===== src/rtl/breakout_block_column.sv =====
// Breakout playfield block column: NUM_ROWS stacked multi-hit blocks in one x-column.
// A registered contact stage feeds a contact-hold FSM that turns each collision event
// into exactly one hit and one set of one-cycle bounce pulses.
module breakout_block_column #(
   parameter int unsigned NUM_ROWS      = 8,
   parameter int unsigned X_LEFT        = 11,
   parameter int unsigned X_RIGHT       = 26,
   parameter int unsigned Y_TOP0        = 4,
   parameter int unsigned ROW_H         = 73,
   parameter int unsigned ROW_PITCH     = 74,
   parameter int unsigned EDGE          = 3,
   parameter int unsigned HITS_TO_BREAK = 1,
   parameter int unsigned POINTS        = 7,
   parameter int unsigned SCORE_W       = 8
) (
   input  logic               clk,
   input  logic               reset,
   input  logic [10:0]        pix_x,
   input  logic [10:0]        pix_y,
   input  logic [10:0]        ball_x_l,
   input  logic [10:0]        ball_x_r,
   input  logic [10:0]        ball_y_t,
   input  logic [10:0]        ball_y_b,
   output logic               col_on,
   output logic [1:0]         col_shade,
   output logic               move_u,
   output logic               move_d,
   output logic               move_l,
   output logic               move_r,
   output logic [SCORE_W-1:0] score,
   output logic [4:0]         blocks_left,
   output logic               col_clear
);

   // Row state is kept for the full 16-row index space so a 4-bit row index never
   // needs truncating; rows at or above NUM_ROWS stay permanently dead.
   localparam int unsigned MaxRows  = 16;
   localparam int unsigned XrInner  = X_RIGHT - EDGE;
   localparam int unsigned XlInner  = X_LEFT + EDGE;
   localparam int unsigned ScoreMax = (2 ** SCORE_W) - 1;

   typedef enum logic {StIdle, StHold} state_e;

   function automatic logic [31:0] row_top(input int unsigned r);
      return Y_TOP0 + r * ROW_PITCH;
   endfunction

   function automatic logic [31:0] row_bot(input int unsigned r);
      return Y_TOP0 + r * ROW_PITCH + ROW_H - 1;
   endfunction

   // Coordinates widened once so all geometry compares are plain 32-bit unsigned.
   logic [31:0] bxl, bxr, byt, byb, px, py;
   assign bxl = {21'd0, ball_x_l};
   assign bxr = {21'd0, ball_x_r};
   assign byt = {21'd0, ball_y_t};
   assign byb = {21'd0, ball_y_b};
   assign px  = {21'd0, pix_x};
   assign py  = {21'd0, pix_y};

   logic [1:0]          hits_q [MaxRows];
   logic [NUM_ROWS-1:0] live;
   logic [NUM_ROWS-1:0] v_ovl, face_u, face_d, face_l, face_r, touch;
   logic                h_ovl;

   logic                s1_valid_d, s1_valid_q;
   logic [3:0]          s1_row_d, s1_row_q;
   logic [3:0]          s1_face_d, s1_face_q;
   logic [MaxRows-1:0]  s1_vec_q;

   state_e              state_d, state_q;
   logic [3:0]          hold_row_d, hold_row_q;
   logic [3:0]          pulse_d, pulse_q;
   logic                hit_en, destroy;
   logic [1:0]          hit_cur;

   logic [31:0]         score_sum;
   logic [SCORE_W-1:0]  score_d, score_q;
   logic [4:0]          left_d, left_q;
   logic                clear_d, clear_q;

   // Liveness of each real row.
   always_comb begin
      live = '0;
      for (int unsigned r = 0; r < NUM_ROWS; r++) begin
         live[r] = (hits_q[r] != 2'd0);
      end
   end

   assign h_ovl = (bxr >= X_LEFT) && (bxl <= X_RIGHT);

   // Face contact per live row.
   always_comb begin
      v_ovl  = '0;
      face_u = '0;
      face_d = '0;
      face_l = '0;
      face_r = '0;
      for (int unsigned r = 0; r < NUM_ROWS; r++) begin
         v_ovl[r]  = (byb >= row_top(r)) && (byt <= row_bot(r));
         face_r[r] = live[r] && v_ovl[r] && (bxl >= XrInner) && (bxl <= X_RIGHT);
         face_l[r] = live[r] && v_ovl[r] && (bxr >= X_LEFT) && (bxr <= XlInner);
         face_d[r] = live[r] && h_ovl && (byt >= row_bot(r) - EDGE) && (byt <= row_bot(r));
         face_u[r] = live[r] && h_ovl && (byb >= row_top(r)) && (byb <= row_top(r) + EDGE);
      end
   end

   assign touch = face_u | face_d | face_l | face_r;

   // Lowest-index contacting row wins; other contacts are ignored for this event.
   always_comb begin
      s1_valid_d = 1'b0;
      s1_row_d   = '0;
      s1_face_d  = '0;
      for (int unsigned r = 0; r < NUM_ROWS; r++) begin
         if (!s1_valid_d && touch[r]) begin
            s1_valid_d = 1'b1;
            s1_row_d   = 4'(r);
            s1_face_d  = {face_u[r], face_d[r], face_l[r], face_r[r]};
         end
      end
   end

   // Stage 1 contact register.
   always_ff @(posedge clk) begin
      if (!reset) begin
         s1_valid_q <= 1'b0;
         s1_row_q   <= '0;
         s1_face_q  <= '0;
         s1_vec_q   <= '0;
      end else begin
         s1_valid_q <= s1_valid_d;
         s1_row_q   <= s1_row_d;
         s1_face_q  <= s1_face_d;
         s1_vec_q   <= MaxRows'(touch);
      end
   end

   assign hit_cur = hits_q[s1_row_q];

   // Contact-hold FSM: one hit per event, held until the held row reports no contact.
   always_comb begin
      state_d    = state_q;
      hold_row_d = hold_row_q;
      pulse_d    = '0;
      hit_en     = 1'b0;
      unique case (state_q)
         StIdle: begin
            if (s1_valid_q) begin
               hit_en     = 1'b1;
               pulse_d    = s1_face_q;
               hold_row_d = s1_row_q;
               state_d    = StHold;
            end
         end
         StHold: begin
            if (!s1_vec_q[hold_row_q]) begin
               state_d = StIdle;
            end
         end
         default: state_d = StIdle;
      endcase
   end

   assign destroy = hit_en && (hit_cur == 2'd1);

   // Score, live count and sticky clear update on a destroying hit.
   always_comb begin
      score_sum = 32'(score_q) + POINTS;
      score_d   = score_q;
      left_d    = left_q;
      clear_d   = clear_q;
      if (destroy) begin
         score_d = (score_sum > ScoreMax) ? SCORE_W'(ScoreMax) : score_sum[SCORE_W-1:0];
         left_d  = left_q - 5'd1;
         if (left_q == 5'd1) begin
            clear_d = 1'b1;
         end
      end
   end

   // FSM, block counts and column totals; reset overrides any concurrent hit.
   always_ff @(posedge clk) begin
      if (!reset) begin
         state_q    <= StIdle;
         hold_row_q <= '0;
         pulse_q    <= '0;
         score_q    <= '0;
         left_q     <= 5'(NUM_ROWS);
         clear_q    <= 1'b0;
         for (int unsigned r = 0; r < MaxRows; r++) begin
            hits_q[r] <= (r < NUM_ROWS) ? 2'(HITS_TO_BREAK) : 2'd0;
         end
      end else begin
         state_q    <= state_d;
         hold_row_q <= hold_row_d;
         pulse_q    <= pulse_d;
         score_q    <= score_d;
         left_q     <= left_d;
         clear_q    <= clear_d;
         if (hit_en && (hit_cur != 2'd0)) begin
            hits_q[s1_row_q] <= hit_cur - 2'd1;
         end
      end
   end

   // Pixel lookup against live blocks, inclusive on both axes.
   always_comb begin
      col_on    = 1'b0;
      col_shade = 2'd0;
      for (int unsigned r = 0; r < NUM_ROWS; r++) begin
         if (live[r] && (px >= X_LEFT) && (px <= X_RIGHT) &&
             (py >= row_top(r)) && (py <= row_bot(r))) begin
            col_on    = 1'b1;
            col_shade = hits_q[r];
         end
      end
   end

   assign move_u      = pulse_q[3];
   assign move_d      = pulse_q[2];
   assign move_l      = pulse_q[1];
   assign move_r      = pulse_q[0];
   assign score       = score_q;
   assign blocks_left = left_q;
   assign col_clear   = clear_q;

endmodule

===== config.mk =====
export PLATFORM = sky130hd
export DESIGN_NAME = breakout_block_column
export DESIGN_NICKNAME = d
export VERILOG_FILES = /design/src/rtl/breakout_block_column.sv
export SDC_FILE = /design/constraint.sdc
export NUM_CORES = 1
export LEC_CHECK = 0
export BUFFER_PORTS_ARGS = -buffer_cell sky130_fd_sc_hd__buf_2
export CAP_MARGIN = 15
export CORE_ASPECT_RATIO = 1.5
export CORE_MARGIN = 5
export CORE_UTILIZATION = 35
export DETAILED_ROUTE_END_ITERATION = 8
export GPL_TIMING_DRIVEN = 0
export PLACE_DENSITY = 0.67
export SLEW_MARGIN = 20
export SYNTH_ARGS = -nofsm -noshare
export SYNTH_HDL_FRONTEND = slang
export SYNTH_SLANG_ARGS = --single-unit

===== constraint.sdc =====
create_clock -name clk -period 5 [get_ports clk]
set_input_delay 1.5 -clock clk [delete_from_list [all_inputs] [get_ports clk]]
set_output_delay 1.5 -clock clk [all_outputs]
set_load 0.1 [all_outputs]

# Word-level counts from Yosys, hierarchy flattened

Memory sizes are Yosys's and may differ from the RTL's.
Cells that the tools add are included.

Register bits: 48
Bits in writable memories: 32
Input port bits: 68
Output and inout bits: 21
Word-level logic and storage cells: 284
Memories: 1

Add/sub/neg operators: 3
$lt $le $gt $ge: 56
Equality and inequality tests: 2
Mux-type cells: 53
Bitwise logic cells: 6
Reductions and logical operators: 151

Memory list:

| memory | depth | bits a word | rd ports | clocked after Yosys merged registers in | wr ports | line | source |
|---|---|---|---|---|---|---|---|
| hits_q | 16    | 2           | 9        | 0                                       | 16       | 61   | `logic [1:0] hits_q [MaxRows];` |

Operators with widths:

| cell                   | count |
|---|---|
| $logic_and A1 B1 Y1    | 130 |
| $ge A11 B9 Y1 const B  | 9 |
| $le A11 B9 Y1 const B  | 9 |
| $ge A11 B8 Y1 const B  | 6 |
| $le A11 B8 Y1 const B  | 6 |
| $le A11 B10 Y1 const B | 5 |
| $ge A11 B10 Y1 const B | 4 |
| $mux W4                | 9 |
| $ge A11 B7 Y1 const B  | 3 |
| $le A11 B7 Y1 const B  | 3 |
| $mux W1                | 26 |
| $or A8 B8 Y8           | 3 |
| $ge A11 B3 Y1 const B  | 2 |
| $ge A11 B4 Y1 const B  | 2 |
| $le A11 B5 Y1 const B  | 2 |
| $mux W2                | 9 |
| $mux W3                | 6 |
| $reduce_bool A2 Y1     | 9 |
| $ge A11 B5 Y1 const B  | 1 |
| $le A11 B3 Y1 const B  | 1 |
| $le A11 B4 Y1 const B  | 1 |
| $add A8 B3 Y9 const B  | 1 |
| $gt A9 B8 Y1 const B   | 1 |
| $mux W8                | 1 |
| 13 further kinds       | 22 |

# Longest topological paths before layout

Gate-level depths: netlist of run 1.

Word-level depth: 30
Gate-level depth with buffers: 11
Mapped depth without buffers: 9

# Least setup slack after synthesis of run 1

Ideal clock, no wire load.

Path type: input port to output port
Start point: input pix_y[7]
End point: output col_shade[0]
Data arrival time: 4.029 ns
Slack: -0.529 ns
Cell stages on the path: 8
Buffers on the path: 1
Path through: clkbuf_1 > or2_2 > or4_1 > o22a_1 > o22ai_1 > nor4bb_1 > a222oi_1 > nand4_1

Word-level cells in the longest chain between the ends: 11
Elaborated cells between the ends (all ways): 40

Ends and longest elaborated chain:

| what                  | line | source |
|---|---|---|
| start: declaration    | 19   | `input logic [10:0] pix_y,` |
| $ge A11 B3 Y1         | 213  | `(py >= row_top(r)) && (py <= row_bot(r))) begin` |
| $logic_and A1 B1 Y1   | 212  | `if (live[r] && (px >= X_LEFT) && (px <= X_RIGHT) &&` |
| $logic_and A1 B1 Y1   | 213  |  |
| $mux W2 (7 in series) | 212  |  |
| $mux W2 *             | 212  |  |
| end: declaration      | 25   | `output logic [1:0] col_shade,` |

Mark *: on every way between the ends. The rest lies on a longest branch, timed or not.

# Worst setup path after layout of run 1

Start point: input pix_x[1]
End point: output col_shade[0]

Word-level cells in the longest chain between the ends: 13
Elaborated cells between the ends (all ways): 42

Ends and longest elaborated chain:

| what                              | line | source |
|---|---|---|
| start: declaration                | 18   | `input logic [10:0] pix_x,` |
| $ge A11 B4 Y1                     | 212  |  |
| $logic_and A1 B1 Y1 (3 in series) | 212  |  |
| $logic_and A1 B1 Y1               | 213  |  |
| $mux W2 (7 in series)             | 212  |  |
| $mux W2 *                         | 212  |  |

Marked as above.

==> results of run 1 <==
stage by stage:
stage	setup TNS (ns)	power (W)
after global routing	-0.1268	0.001065
after detailed placement	-1.536	0.0006327
final	0	0.001024
after CTS	0	0.001020
after global placement	-1.393	0.0006290
after floorplan	-0.8000	0.0005691
layer usage:
layer	vias up	routed length (um)
met3	45	939
met2	235	7545
met4	0	538
met5	-	0
li1	2349	-
met1	2346	5450
synthesized netlist by cell type, types with 10 or more instances:
cell	count
a21oi_1	23
a31oi_1	11
and3_1	11
clkbuf_1	16
dfxtp_1	38
edfxtp_1	16
inv_1	20
nand2_1	55
nand3_1	23
nand4_1	10
nor2_1	64
nor3_1	20
nor4_1	23
o21ai_0	22
flip-flops by register name, indices dropped and copies added (netlist names):
name / count
blocks_left: 5
col_clear: 1
state_q: 1
s1_valid_q: 1
hits_q: 16
pulse_q: 4
score: 8
s1_row_q: 3
s1_vec_q: 8
s1_face_q: 4
hold_row_q: 3
report_power, final:
part           internal (W)  leakage [nW]  total (W)  switching [W]
registers          0.000452         0.443   0.000457     0.00000446
logic             0.0000704          1.49   0.000181       0.000111
clock network      0.000232        0.0857   0.000386       0.000154
cell type report:
| cell class | instances | area [um2] | area share |
|---|---|---|---|
| Sequential cell | 54 | 1241 | 0.2252 |
| Inverter | 21 | 78.83 | 0.01430 |
| Clock inverter | 1 | 8.758 | 0.001589 |
| Clock buffer | 7 | 163.9 | 0.02974 |
| Multi-Input combinational cell | 453 | 3134 | 0.5687 |
| Tap cell | 156 | 195.2 | 0.03541 |
| Buffer | 37 | 214.0 | 0.03882 |
| Timing Repair Buffer | 82 | 475.5 | 0.08627 |
cell families after synthesis:
group / Yosys count / synth area share
and+or+nand+nor: 280 / 0.3443
AOI/OAI and AO/OA: 147 / 0.2425
buffers and inverters: 59 / 0.05943
DFF: 54 / 0.2768
muxes: 14 / 0.04855
xor gates and xnor gates: 6 / 0.01172
adders and majority gates: 6 / 0.01674
repair_timing:
action | 4_1_cts | 5_1_grt
setup endpoints to repair | 3 | 3
resized for setup | 25 | 19
pin swaps | 10 | 12
setup buffers | 2 | 1
worst paths after layout:
| check | end | cells past startpoint | slack, ns |
|---|---|---|---|
| hold / removal | pulse_q[2] | 1 | 0.46 |
| hold reg to reg | pulse_q[2] | 1 | 0.46 |
| setup reg to reg | score[3] | 9 | 1.82 |
| setup / recovery | col_shade[0] | 10 | 0.05 |
==> results.json, run 1 <==
{
  "path_cells": "buf_6 > a21o_1 > nand2_2 > xnor2_2 > nand3_2 > or4_4 > nor4_4 > a222oi_1 > nand4_1 > buf_12",
  "tightest_slew_ns": 0.9857,
  "ctsHoldBuffers": 0,
  "grt.busiest_layer": "met2",
  "grt_antenna_before_repair": 0,
  "end_kind": "output port",
  "grt_usage": 0.1855,
  "port_buffers": 79,
  "finalHoldViolCount": 0,
  "fin_crit_sh": 0.9893,
  "mostFrequentLayoutCells": "buf_2, nor2_1, nand2_1, dfxtp_1, a21oi_1",
  "cp-start-kind": "primary input",
  "fp.dieH_um": 148.6,
  "crit_type": "primary input to output port",
  "grt_max_degree": 18,
  "synth.top_cell.area_share": 0.1696,
  "fillers": 1260,
  "async_reset_ff_frac": 0,
  "grt.met3_usage": 0.02393,
  "synth_cell_types": 88,
  "die-area_um2": 15220,
  "via_per_inst": 6.134,
  "fin_cells": 811,
  "design_area_um2": 5512,
  "gp_congestion": 0.8900,
  "status": "finished clean",
  "crit_family": "simple AND/OR/NAND/NOR gates",
  "placed_area_um2": 5120,
  "final_util": 0.4405,
  "ys.flop_type": "dfxtp_1",
  "synth_area_leader_cell": "dfxtp_1",
  "drtIter0Drc": 319,
  "clk_pin_slew_ns": 0.07,
  "h-tree-depth": 2,
  "cp_max_fo": 3,
  "vias": 4975,
  "relSlewSlack": 0.3259,
  "hp-start": "s1_face_q[2]",
  "hold_path.class": "flop to flop",
  "io_pins": 89,
  "met2_usage": 0.3373,
  "final_common_cell": "buf_2",
  "first_global_vias": 4797,
  "n_antenna_cell": 0,
  "cp.arrival_ns": 3.45,
  "synth-edff-count": 16,
  "p_per_area_nw_per_um2": 185.8,
  "placedCellCount": 801,
  "regToRegStartpoint": "s1_row_q[1]",
  "clockRootBuffer": "clkbuf_16",
  "synth_seq_cells": 54,
  "dp_hpwl_um": 11200,
  "post_drt_wl_per_cell_um": 17.85,
  "grt_overflow": 0,
  "worstSetupStartpoint": "pix_x[1]",
  "route.detailed.drc": 0,
  "synth_cells": 566,
  "leakage_nw": 2.022,
  "grt_pass1_wl_um": 23100,
  "clkLatencyLatePin_ns": 0.29,
  "use_met1": 0.2125,
  "drtAntennaViolNets": 0,
  "fmax_mhz": 202.2,
  "clockBufferDepth": 2,
  "crit_path_max_incr_delay_ns": 0.49,
  "min_period_ns": 4.946,
  "initial_utilization": 0.3584,
  "fin_ws_ns": 0.05355,
  "synth-seq-area-share": 0.2768,
  "chipWidth_um": 102.4,
  "grt_setup_unrepaired": "yes",
  "core_um2": 12510,
  "cts_tree": "yes",
  "slew_viol_final": 0,
  "yosysWarnings": 0,
  "dpl_worst_slack_ns": -0.5385,
  "areaGrowthSynthToFinish_pct": 22.91,
  "syn-num-nets": 640,
  "cts.sinks": 54,
  "first_pass_iters": 6,
  "crit_buf_inv": 2,
  "cts_buffers": 5,
  "synthesis.area_um2": 4484,
  "clock-skew-final_ns": 0.01397,
  "synth.area.top_cells": "dfxtp_1, edfxtp_1, nor2_1, nand2_1, nor4_1",
  "drive_gt1_frac": 0.2489,
  "whs_ns": 0.4615,
  "required_ns": 3.50,
  "num_rows": 50,
  "timing.max_cap.violations": 0,
  "drt-total-wl_um": 14470,
  "setup_viol": 0,
  "slowest_stage": "or4_4",
  "final_nets": 728,
  "syn_avg_cell_area_um2": 7.923,
  "peakVddDrop_mv": 0.2428
}
Note: power is estimated with default switching activity, not from simulation.
==> inputs of run 2 (changes only) <==
--- a/config.mk
+++ b/config.mk
@@ -11,4 +11,5 @@
 export CORE_MARGIN = 5
 export CORE_UTILIZATION = 35
+export CTS_BUF_LIST = sky130_fd_sc_hd__clkbuf_4 sky130_fd_sc_hd__clkbuf_8
 export DETAILED_ROUTE_END_ITERATION = 8
 export GPL_TIMING_DRIVEN = 0
==> constraint.sdc (replaced) <==
create_clock -name clk -period 5 [get_ports clk]
set_input_delay 0.25 -clock clk [delete_from_list [all_inputs] [get_ports clk]]
set_output_delay 0.25 -clock clk [all_outputs]
set_load 0.1 [all_outputs]
==> results.json, run 2 (same netlist as run 1, synthesis figures left out) <==
{
  "drt-total-wl_um": 14250,
  "die-area_um2": 15220,
  "min_to": "s1_face_q[0]",
  "gp_congestion": 0.9268,
  "relSlewSlack": 0.2132,
  "clk_pin_slew_ns": 0.10,
  "areaGrowthSynthToFinish_pct": 15.68,
  "rr_endpoint": "score[3]",
  "top_layer": "met4",
  "peakVddDrop_mv": 0.1133,
  "hold_path.class": "primary input to flop",
  "cp.arrival_ns": 3.13,
  "grt_overflow": 0,
  "setup_tns_ns": 0,
  "largest_reg_flops": 16,
  "regToRegStartpoint": "s1_row_q[1]",
  "grt_antenna_before_repair": 0,
  "drtIter0Drc": 347,
  "fin_cells": 809,
  "final_nets": 726,
  "hp-start": "ball_x_l[4]",
  "clockBufferDepth": 2,
  "leakage_nw": 1.923,
  "grt_setup_unrepaired": "no",
  "cts_buffers": 5,
  "clock-skew-final_ns": 0.01240,
  "placed_area_um2": 5075,
  "num_rows": 50,
  "wl_met3_um": 814,
  "required_ns": 4.75,
  "clockRootBuffer": "clkbuf_8",
  "met1_length_um": 5516,
  "finalHoldViolCount": 0,
  "final_common_cell": "buf_2",
  "crit_path_max_incr_delay_ns": 0.93,
  "worstRegToRegCells": 9,
  "cts.sinks": 54,
  "status": "finished clean",
  "cp-start-kind": "primary input",
  "tightest_slew_ns": 1.150,
  "drtAntennaViolNets": 0,
  "post_cts_buffers": 0,
  "crit_type": "primary input to output port",
  "first_pass_iters": 5,
  "io_pins": 89,
  "slowest_stage": "a2111oi_0",
  "n_antenna_cell": 0,
  "grt_usage": 0.1827,
  "dp_hpwl_um": 11390,
  "chipWidth_um": 102.4,
  "post_drt_wl_per_cell_um": 17.61,
  "slew_viol_final": 0,
  "worstHoldPathCells": 3,
  "wl_met2_um": 7463,
  "drive_gt1_frac": 0.2067,
  "design_area_um2": 5187,
  "mostFrequentLayoutCells": "buf_2, nor2_1, nand2_1, dfxtp_1",
  "initial_utilization": 0.3584,
  "end_kind": "output port",
  "reg2reg_slack_ns": 1.90,
  "p_per_area_nw_per_um2": 177.4,
  "grt_pass1_wl_um": 22690,
  "largest-register": "hits_q",
  "placedCellCount": 801,
  "via_per_inst": 6.054,
  "port_buffers": 79,
  "min_period_ns": 3.377,
  "route.detailed.drc": 0,
  "h-tree-depth": 2,
  "timing.max_cap.violations": 0,
  "first_global_vias": 4690,
  "core_um2": 12510,
  "fmax_mhz": 296.1,
  "grt_max_degree": 18,
  "post_cts_resized": 0,
  "setup_viol": 0,
  "fin_crit_sh": 0.6754,
  "fp.dieH_um": 148.6,
  "clkLatencyLatePin_ns": 0.31,
  "final_util": 0.4146,
  "cts_tree": "yes",
  "cp_max_fo": 6,
  "path_cells": "buf_2 > a21o_1 > nand2_1 > xnor2_1 > nand3_1 > or4_1 > a2111oi_0 > nand2_1 > nand4_1 > buf_2",
  "ctsHoldBuffers": 0,
  "vias": 4898
}
## run 2: cell count changes in the layout (fill, tap and decap cells not counted), moves of 3 or more
| cell | previous run | this run |
|---|---|---|
| clkbuf_1 | 11 | 16 |
| nand2_2 | 3 | 0 |
| nor4_1 | 19 | 23 |
| buf_4 | 6 | 3 |
| clkbuf_16 | 6 | 0 |
| buf_2 | 81 | 88 |
| nand2_1 | 52 | 55 |
| clkbuf_8 | 2 | 5 |
| buf_6 | 8 | 3 |
## run 2: how the worst max path moves through the flow
stage             start      endpoint  slack (ns)
2_1_floorplan  pix_y[7]  col_shade[0]        1.97
3_3_place_gp   pix_x[1]  col_shade[0]        1.72
3_5_place_dp   pix_x[1]  col_shade[0]        1.71
4_1_cts        pix_x[1]  col_shade[0]        1.69
5_1_grt        pix_x[1]  col_shade[0]        1.55
6_report       pix_x[1]  col_shade[1]        1.62
## run 2: report_power, final
| group | leakage [nW] | switching, W | internal, W |
|---|---|---|---|
| clock network | 0.0585 | 0.000147 | 0.000150 |
| logic | 1.42 | 0.000104 | 0.0000624 |
| registers | 0.443 | 0.00000387 | 0.000452 |
## run 2: critical path, delay by kind of cell
kind                      cells  cell delay (ns)
xor gates and xnor gates      1             0.11
and+or+nand+nor               5             1.12
AOI/OAI and AO/OA             2             1.09
buffers and inverters         2             0.55
## run 2: layout make-up
type                            count  area (um2)
Multi-Input combinational cell    453        2977
Buffer                             38       187.7
Fill cell                        1302        7325
Clock buffer                        5       68.82
Sequential cell                    54        1241
Tap cell                          156       195.2
Clock inverter                      3       43.79
Inverter                           21       78.83
Timing Repair Buffer               79       395.4
## run 2: routing by layer
layer | up-vias | global-route usage
met1 | 2325 | 0.2125
li1 | 2330 | -
met4 | 0 | 0.06303
met5 | - | 0
met2 | 203 | 0.3389
met3 | 40 | 0.01736
## run 2: per-stage QoR
step | setup WS [ns] | power (W) | hold slack, ns
2_1_floorplan | 1.971 | 0.0005665 | 0.3892
3_3_place_gp | 1.720 | 0.0006262 | 0.4463
3_5_place_dp | 1.706 | 0.0006295 | 0.4459
4_1_cts | 1.692 | 0.0009217 | 0.2335
5_1_grt | 1.551 | 0.0009606 | 0.2435
6_report | 1.623 | 0.0009201 | 0.2342
